### src/rtl/output_agc_pkg.sv
// Shared definitions for the output gain-control stage.
// Latency: n/a (types, constants and a combinational helper only).
// Backpressure: n/a.
package output_agc_pkg;

    localparam int GAIN_FRAC_BITS = 14;
    localparam int GAIN_UNITY     = 16384;

    typedef enum logic [2:0] {
        IDLE,
        MUL_L,
        MUL_R,
        SAT,
        UPDATE
    } state_t;

    // Clamp a signed value into the range of a w-bit two's-complement word.
    function automatic logic signed [63:0] saturate(input logic signed [63:0] v, input int w);
        logic signed [63:0] hi;
        logic signed [63:0] lo;
        hi = (64'sd1 <<< (w - 1)) - 64'sd1;
        lo = -(64'sd1 <<< (w - 1));
        if (v > hi) return hi;
        if (v < lo) return lo;
        return v;
    endfunction

endpackage

### src/rtl/output_agc_serial_mult.sv
// Serial signed x unsigned shift-add multiplier, one multiplier bit per cycle, LSB first.
// Latency: loads on i_Start, then B_W step edges; o_Done flags the cycle before the final step edge.
// Backpressure: none; a new i_Start reloads the operands even while a product is in flight.
module output_agc_serial_mult #(
    parameter int A_W = 32,
    parameter int B_W = 16,
    parameter int P_W = A_W + B_W
) (
    input  logic                  i_Clock,
    input  logic                  i_Reset,
    input  logic                  i_Start,
    input  logic signed [A_W-1:0] i_A,
    input  logic        [B_W-1:0] i_B,
    output logic                  o_Done,
    output logic signed [P_W-1:0] o_Product
);
    localparam int CNT_W = $clog2(B_W + 1);

    logic signed [P_W-1:0] mcand_q, mcand_d;
    logic        [B_W-1:0] mplier_q, mplier_d;
    logic signed [P_W-1:0] acc_q, acc_d, acc_step;
    logic      [CNT_W-1:0] cnt_q, cnt_d;
    logic                  busy_q, busy_d;

    // One shift-add step per cycle; o_Product is the sum being committed on the final step edge,
    // so the caller can capture it and restart the multiplier on that same edge.
    always_comb begin
        acc_step  = acc_q + (mplier_q[0] ? mcand_q : '0);
        o_Done    = busy_q && (cnt_q == CNT_W'(B_W - 1));
        o_Product = acc_step;
        mcand_d   = mcand_q;
        mplier_d  = mplier_q;
        acc_d     = acc_q;
        cnt_d     = cnt_q;
        busy_d    = busy_q;
        if (i_Start) begin
            mcand_d  = {{(P_W - A_W){i_A[A_W-1]}}, i_A};
            mplier_d = i_B;
            acc_d    = '0;
            cnt_d    = '0;
            busy_d   = 1'b1;
        end else if (busy_q) begin
            mcand_d  = mcand_q <<< 1;
            mplier_d = mplier_q >> 1;
            acc_d    = acc_step;
            cnt_d    = cnt_q + 1'b1;
            busy_d   = !o_Done;
        end
    end

    // Multiplier state registers.
    always_ff @(posedge i_Clock) begin
        if (i_Reset) begin
            mcand_q  <= '0;
            mplier_q <= '0;
            acc_q    <= '0;
            cnt_q    <= '0;
            busy_q   <= 1'b0;
        end else begin
            mcand_q  <= mcand_d;
            mplier_q <= mplier_d;
            acc_q    <= acc_d;
            cnt_q    <= cnt_d;
            busy_q   <= busy_d;
        end
    end

endmodule

### src/rtl/output_agc.sv
// Scales L/R accumulator totals by an adaptive shared gain, saturates to OUT_WIDTH and strobes o_Valid.
// Latency: fixed 35 cycles from the i_Start edge to the o_Valid cycle.
// Backpressure: none; i_Start while a sample is in flight is dropped and flagged on o_Overrun.
module output_agc
    import output_agc_pkg::*;
#(
    parameter int IN_WIDTH     = 32,
    parameter int OUT_WIDTH    = 16,
    parameter int GAIN_BITS    = 16,
    parameter int PRE_SHIFT    = 6,
    parameter int THRESHOLD    = 28000,
    parameter int ATTACK_SHIFT = 4
) (
    input  logic                        i_Clock,
    input  logic                        i_Reset,
    input  logic                        i_Start,
    input  logic signed [IN_WIDTH-1:0]  i_Sample_L,
    input  logic signed [IN_WIDTH-1:0]  i_Sample_R,
    input  logic                        i_AGC_Enable,
    input  logic        [GAIN_BITS-1:0] i_Gain_Max,
    output logic signed [OUT_WIDTH-1:0] o_Sample_L,
    output logic signed [OUT_WIDTH-1:0] o_Sample_R,
    output logic                        o_Valid,
    output logic                        o_Busy,
    output logic                        o_Clipped,
    output logic                        o_Overrun,
    output logic        [GAIN_BITS-1:0] o_Gain
);
    localparam int P_W = IN_WIDTH + GAIN_BITS;

    state_t                      state_q, state_d;
    logic signed [IN_WIDTH-1:0]  sample_r_q, sample_r_d;
    logic signed [P_W-1:0]       prod_l_q, prod_l_d, prod_r_q, prod_r_d;
    logic signed [OUT_WIDTH-1:0] sat_l_q, sat_l_d, sat_r_q, sat_r_d;
    logic signed [OUT_WIDTH-1:0] out_l_q, out_l_d, out_r_q, out_r_d;
    logic                        clip_q, clip_d, over_q, over_d;
    logic                        valid_q, valid_d, busy_q, busy_d;
    logic                        clipped_q, clipped_d, overrun_q, overrun_d;
    logic        [GAIN_BITS-1:0] gain_q, gain_d;

    logic                        mul_start, mul_done;
    logic signed [IN_WIDTH-1:0]  mul_a;
    logic signed [P_W-1:0]       mul_prod;

    logic signed [P_W-1:0]       y_l, y_r;
    logic        [P_W-1:0]       mag_l, mag_r;
    logic signed [63:0]          wide_l, wide_r, lim_l, lim_r;

    logic        [GAIN_BITS-1:0] cmax, dec, gain_next;
    logic        [GAIN_BITS:0]   inc;

    output_agc_serial_mult #(
        .A_W (IN_WIDTH),
        .B_W (GAIN_BITS),
        .P_W (P_W)
    ) u_serial_mult (
        .i_Clock   (i_Clock),
        .i_Reset   (i_Reset),
        .i_Start   (mul_start),
        .i_A       (mul_a),
        .i_B       (gain_q),
        .o_Done    (mul_done),
        .o_Product (mul_prod)
    );

    // L is fed straight from the port on accept; R is restarted on the edge L completes.
    always_comb begin
        mul_start = 1'b0;
        mul_a     = sample_r_q >>> PRE_SHIFT;
        if (state_q == IDLE) begin
            mul_start = i_Start;
            mul_a     = i_Sample_L >>> PRE_SHIFT;
        end else if (state_q == MUL_L) begin
            mul_start = mul_done;
        end
    end

    // Drop the gain fraction, clamp each channel and take magnitudes for the peak detector.
    always_comb begin
        y_l    = prod_l_q >>> GAIN_FRAC_BITS;
        y_r    = prod_r_q >>> GAIN_FRAC_BITS;
        mag_l  = y_l[P_W-1] ? $unsigned(-y_l) : $unsigned(y_l);
        mag_r  = y_r[P_W-1] ? $unsigned(-y_r) : $unsigned(y_r);
        wide_l = 64'(y_l);
        wide_r = 64'(y_r);
        lim_l  = saturate(wide_l, OUT_WIDTH);
        lim_r  = saturate(wide_r, OUT_WIDTH);
    end

    // Next gain: attack by G>>ATTACK_SHIFT when over threshold, else release by one, capped at Cmax.
    always_comb begin
        cmax = (i_Gain_Max == '0) ? GAIN_BITS'(1) : i_Gain_Max;
        dec  = gain_q >> ATTACK_SHIFT;
        inc  = {1'b0, gain_q} + 1'b1;
        if (!i_AGC_Enable) begin
            gain_next = cmax;
        end else if (over_q) begin
            gain_next = gain_q - dec;
        end else if (inc > {1'b0, cmax}) begin
            gain_next = cmax;
        end else begin
            gain_next = inc[GAIN_BITS-1:0];
        end
        if (gain_next > cmax) gain_next = cmax;
    end

    // Sequencer: accept, two time-shared multiplies, saturate, then publish and adapt gain.
    always_comb begin
        state_d    = state_q;
        sample_r_d = sample_r_q;
        prod_l_d   = prod_l_q;
        prod_r_d   = prod_r_q;
        sat_l_d    = sat_l_q;
        sat_r_d    = sat_r_q;
        clip_d     = clip_q;
        over_d     = over_q;
        out_l_d    = out_l_q;
        out_r_d    = out_r_q;
        clipped_d  = clipped_q;
        gain_d     = gain_q;
        valid_d    = 1'b0;
        overrun_d  = i_Start && (state_q != IDLE);
        unique case (state_q)
            IDLE: begin
                if (i_Start) begin
                    sample_r_d = i_Sample_R;
                    state_d    = MUL_L;
                end
            end
            MUL_L: begin
                if (mul_done) begin
                    prod_l_d = mul_prod;
                    state_d  = MUL_R;
                end
            end
            MUL_R: begin
                if (mul_done) begin
                    prod_r_d = mul_prod;
                    state_d  = SAT;
                end
            end
            SAT: begin
                sat_l_d = lim_l[OUT_WIDTH-1:0];
                sat_r_d = lim_r[OUT_WIDTH-1:0];
                clip_d  = (lim_l != wide_l) || (lim_r != wide_r);
                over_d  = ((mag_l > mag_r) ? mag_l : mag_r) > P_W'(THRESHOLD);
                state_d = UPDATE;
            end
            UPDATE: begin
                out_l_d   = sat_l_q;
                out_r_d   = sat_r_q;
                clipped_d = clip_q;
                valid_d   = 1'b1;
                gain_d    = gain_next;
                state_d   = IDLE;
            end
            default: state_d = IDLE;
        endcase
        busy_d = (state_d != IDLE) || valid_d;
    end

    // State and output registers; reset aborts any in-flight sample.
    always_ff @(posedge i_Clock) begin
        if (i_Reset) begin
            state_q    <= IDLE;
            sample_r_q <= '0;
            prod_l_q   <= '0;
            prod_r_q   <= '0;
            sat_l_q    <= '0;
            sat_r_q    <= '0;
            clip_q     <= 1'b0;
            over_q     <= 1'b0;
            out_l_q    <= '0;
            out_r_q    <= '0;
            valid_q    <= 1'b0;
            busy_q     <= 1'b0;
            clipped_q  <= 1'b0;
            overrun_q  <= 1'b0;
            gain_q     <= GAIN_BITS'(GAIN_UNITY);
        end else begin
            state_q    <= state_d;
            sample_r_q <= sample_r_d;
            prod_l_q   <= prod_l_d;
            prod_r_q   <= prod_r_d;
            sat_l_q    <= sat_l_d;
            sat_r_q    <= sat_r_d;
            clip_q     <= clip_d;
            over_q     <= over_d;
            out_l_q    <= out_l_d;
            out_r_q    <= out_r_d;
            valid_q    <= valid_d;
            busy_q     <= busy_d;
            clipped_q  <= clipped_d;
            overrun_q  <= overrun_d;
            gain_q     <= gain_d;
        end
    end

    assign o_Sample_L = out_l_q;
    assign o_Sample_R = out_r_q;
    assign o_Valid    = valid_q;
    assign o_Busy     = busy_q;
    assign o_Clipped  = clipped_q;
    assign o_Overrun  = overrun_q;
    assign o_Gain     = gain_q;

endmodule

### config.mk
export PLATFORM = sky130hd
export DESIGN_NAME = output_agc
export DESIGN_NICKNAME = d
export VERILOG_FILES = /design/src/rtl/output_agc_pkg.sv /design/src/rtl/output_agc_serial_mult.sv /design/src/rtl/output_agc.sv
export SDC_FILE = /design/constraint.sdc
export NUM_CORES = 1
export LEC_CHECK = 0
export ABC_AREA = 1
export ABC_CLOCK_PERIOD_IN_PS = 8600
export CAP_MARGIN = 0
export CORE_MARGIN = 3
export CORE_UTILIZATION = 55
export DETAILED_ROUTE_END_ITERATION = 10
export GPL_TIMING_DRIVEN = 0
export PLACE_DENSITY = 0.72
export SLEW_MARGIN = 20
export SYNTH_ARGS = -nofsm -noshare
export SYNTH_HDL_FRONTEND = slang
export SYNTH_SLANG_ARGS = --single-unit
### constraint.sdc
create_clock -name i_Clock -period 8.6 [get_ports i_Clock]
set_clock_uncertainty 0.2 [all_clocks]
set_input_delay 1.72 -clock i_Clock [delete_from_list [all_inputs] [get_ports i_Clock]]
set_output_delay 1.72 -clock i_Clock [all_outputs]
set_load 0.02 [all_outputs]
==> reports/results.ini <==
[status]
status = finished clean

[sta]
timing.final.crit_share = 0.7461
rsz0062_at_grt = no
hold_viol = 0
final.setup.tns_ns = 0
period_needed_ns = 6.416
fin_ws_ns = 2.184
relSlewSlack = 0.3145
setup_viol = 0
max_freq_mhz = 155.9
tightest_slew_ns = 1.028
report.final.slew_viol_count = 0

[cells_and_area]
nets = 3821
multi_input_area_sq_um = 13160
n_fill_cell = 3569
area_growth_pct = 14.77
fin_util = 0.6469
drive_gt1_frac = 0.03821
final_cells = 4124
regArea_sq_um = 6026

[setup_path]
critical_path.top_delay_family = compound AO/OA/AOI/OAI gates
path_buf_inv = 6
crit_path_frequent_cell = nand2_1
worstPathArrival_ns = 6.63
reg2reg_from = o_Gain[0]$_SDFFE_PP0P_
crit_type = primary input to flop
r2r_cells = 29
r2r-end = o_Gain[2]$_SDFFE_PP0P_
crit_cells = 31
slowest_delay_ns = 0.52
path_max_fanout = 10
cp.required_ns = 8.81
cp-start-kind = primary input
regToRegSetupSlack_ns = 2.60
cp_slowest_cell = clkdlybuf4s50_1
worstSetupEndpointType = flop

[logic_synthesis]
seq_area_frac_synth = 0.2805
syn_area_sq_um = 21480
synth-seq-cells = 301
synth_warnings = 0
syn_inst = 3403
ys_types = 61
syn_avg_cell_area_sq_um = 6.312

[place]
dp_slack_ns = 1.830
port_buffers = 122
place_inst = 4062
routabilityCongestion = 1.055
dpl.hpwl_microns = 59920

[routing]
wl_microns = 74280
route.detailed.drc = 0
vias = 23430
via_per_inst = 5.681
drt_first_pass_iters = 6
ant_nets = 0
first_iter_violations = 2067
routedWlPerCell_microns = 18.01

[power_and_ir_drop]
p_comb_frac = 0.110
switching_share = 0.2657
peakVddDrop_v = 0.0001476
leakage_nw = 12.42
power.net_switching_w = 0.0009072
cellPowerDensity_nw_per_um2 = 138.5
seqPwrFrac = 0.429
pwr-share-clk = 0.461
p_int_w = 0.002507

[hold_path]
whs_endpoint = sample_r_q[22]$_SDFFE_PP0P_
hp-class = flop to flop
hold_path_depth = 2
hold_path.startpoint = sample_r_q[22]$_SDFFE_PP0P_

[floorplan]
io_pins = 136
die_h_microns = 203.6
dieArea_sq_um = 41460
rows = 71
core_sq_um = 38110
die_w_microns = 203.6
start_util = 0.5636

[clocking]
cts.sinks = 301
hold_buffers = 0
clock-root-buffer = clkbuf_16
insertion_delay_ns = 0.57
cts_tree = built
clk_pin_slew_ns = 0.06
h-tree-depth = 2
cts_setup_buffers = 0
numCtsBuffers = 35
post_cts_resized = 0
cts_max_path_buffers = 3

[grt]
antenna_found_initial = 0
overflow = 0
grt_max_degree = 14
grt_usage = 0.3484
grt_pass1_vias = 22580
grt_pass1_wl_microns = 115800

[flow_run]
drv_cap = 0

per-layer routing:
metal,up-vias,part of all wire,global-route usage
li1,11440,-,-
met1,10790,0.41,0.4321
met2,979,0.47,0.5982
met3,219,0.071,0.04437
met4,0,0.050,0.1701
met5,-,0,0
worst max path at each step:
stage,startpoint,slack [ns],endpoint
2_1_floorplan,i_Gain_Max[14],3.47,o_Gain[11]$_SDFFE_PP0P_
3_3_place_gp,i_Gain_Max[15],1.81,o_Gain[4]$_SDFFE_PP0P_
3_5_place_dp,i_Gain_Max[15],1.83,o_Gain[2]$_SDFFE_PP0P_
4_1_cts,i_Gain_Max[15],2.39,o_Gain[2]$_SDFFE_PP0P_
5_1_grt,i_Gain_Max[15],1.91,o_Gain[3]$_SDFFE_PP0P_
6_report,i_Gain_Max[14],2.18,o_Gain[2]$_SDFFE_PP0P_
stage by stage:
stage                     hold slack (ns)  total power [W]  area [sq um]
after floorplan                    0.2245         0.001719         21580
after global placement             0.2350         0.001845         23440
after detailed placement           0.2431         0.001855         23440
after CTS                          0.2512         0.003411         24650
after global routing               0.2752         0.003521         24650
final                              0.2485         0.003414         24650
area by class of cell:
| type | instances | area share |
|---|---|---|
| clock inverter | 12 | 0.008476 |
| multi-input combinational | 2500 | 0.5336 |
| tap | 511 | 0.02594 |
| buffer | 132 | 0.02187 |
| antenna | 1 | 0.0001015 |
| inverter | 496 | 0.07552 |
| timing repair buffer | 122 | 0.04954 |
| clock buffer | 49 | 0.04050 |
| sequential | 301 | 0.2444 |
kinds of logic after synthesis:
family,after synthesis,synth area share
simple gates,1548,0.3045
compound gates,688,0.1799
buf+inv,628,0.1118
flops,301,0.2805
fa+ha+maj,149,0.08749
xor+xnor,87,0.03548
other cells,2,0.0003496
cell usage in the layout, fill, tap and decap left out, drive strengths merged, types with 26 or more instances in the layout:
| cell type | netlist | layout |
|---|---|---|
| a21oi | 252 | 252 |
| a31oi | 82 | 82 |
| buf | 26 | 26 |
| clkbuf | 106 | 155 |
| clkdlybuf4s50 | 0 | 122 |
| conb | 2 | 28 |
| dfxtp | 301 | 301 |
| ha | 147 | 147 |
| inv | 492 | 495 |
| nand2 | 822 | 822 |
| nand3 | 221 | 221 |
| nand4 | 36 | 36 |
| nor2 | 393 | 393 |
| nor3 | 32 | 32 |
| o211ai | 45 | 45 |
| o21ai | 256 | 256 |
| xor2 | 71 | 71 |
sequential cells by signal (all words and copies together), names as in the netlist, 3 cells and up:
register and count:
prod_r_q 34, o_Sample_L 16, prod_l_q 34, sat_r_q 16, sat_l_q 16, sample_r_q 26
u_serial_mult.cnt_q 5, o_Sample_R 16, u_serial_mult.mcand_q 48, u_serial_mult.mplier_q 16, o_Gain 16, u_serial_mult.acc_q 48
state_q 3
power groups by stage:
stage | Clock, W | Sequential, W | Combinational, W
6_report | 0.00157 | 0.00146 | 0.000375
5_1_grt | 0.00164 | 0.00147 | 0.000413
4_1_cts | 0.00158 | 0.00146 | 0.000364
3_5_place_dp | 0 | 0.00149 | 0.000361
3_3_place_gp | 0 | 0.00149 | 0.000353
2_1_floorplan | 0 | 0.00149 | 0.000234
Yosys cell counts, drive strengths merged:
master | count | area, sq um
a22oi | 2 | 15.01
o211ai | 45 | 337.8
inv | 492 | 1847
o221ai | 3 | 26.28
o21ai | 256 | 1285
a21o | 13 | 97.59
o21bai | 3 | 26.27
nand4 | 36 | 231.5
nor4 | 20 | 125.1
nand3 | 221 | 1211
a221oi | 1 | 8.760
dfxtp | 301 | 6026
nor2 | 393 | 1493
conb | 2 | 7.510
a21oi | 252 | 1306
o31ai | 5 | 37.54
a311oi | 1 | 8.760
clkinv | 4 | 15.01
or2 | 4 | 25.03
a211oi | 2 | 15.01
o311ai | 1 | 8.760
and2 | 2 | 12.51
a31o | 5 | 43.79
fa | 2 | 40.04
nor3 | 32 | 176.4
buf | 26 | 137.6
a31oi | 82 | 513.0
and3 | 5 | 31.28
a41oi | 1 | 8.760
nand3b | 13 | 97.59
nand2 | 822 | 3137
o2111ai | 1 | 8.760
xnor2 | 16 | 140.1
o21a | 8 | 60.06
clkbuf | 106 | 401.6
ha | 147 | 1839
a21boi | 7 | 56.31
xor2 | 71 | 621.9
tightest hold or removal path, cell delays in order, from the launching register on:
cell and delay (ns):
dfxtp_1 0.29, inv_1 0.05, a21oi_1 0.05
Power figures use the tool's default switching activity.
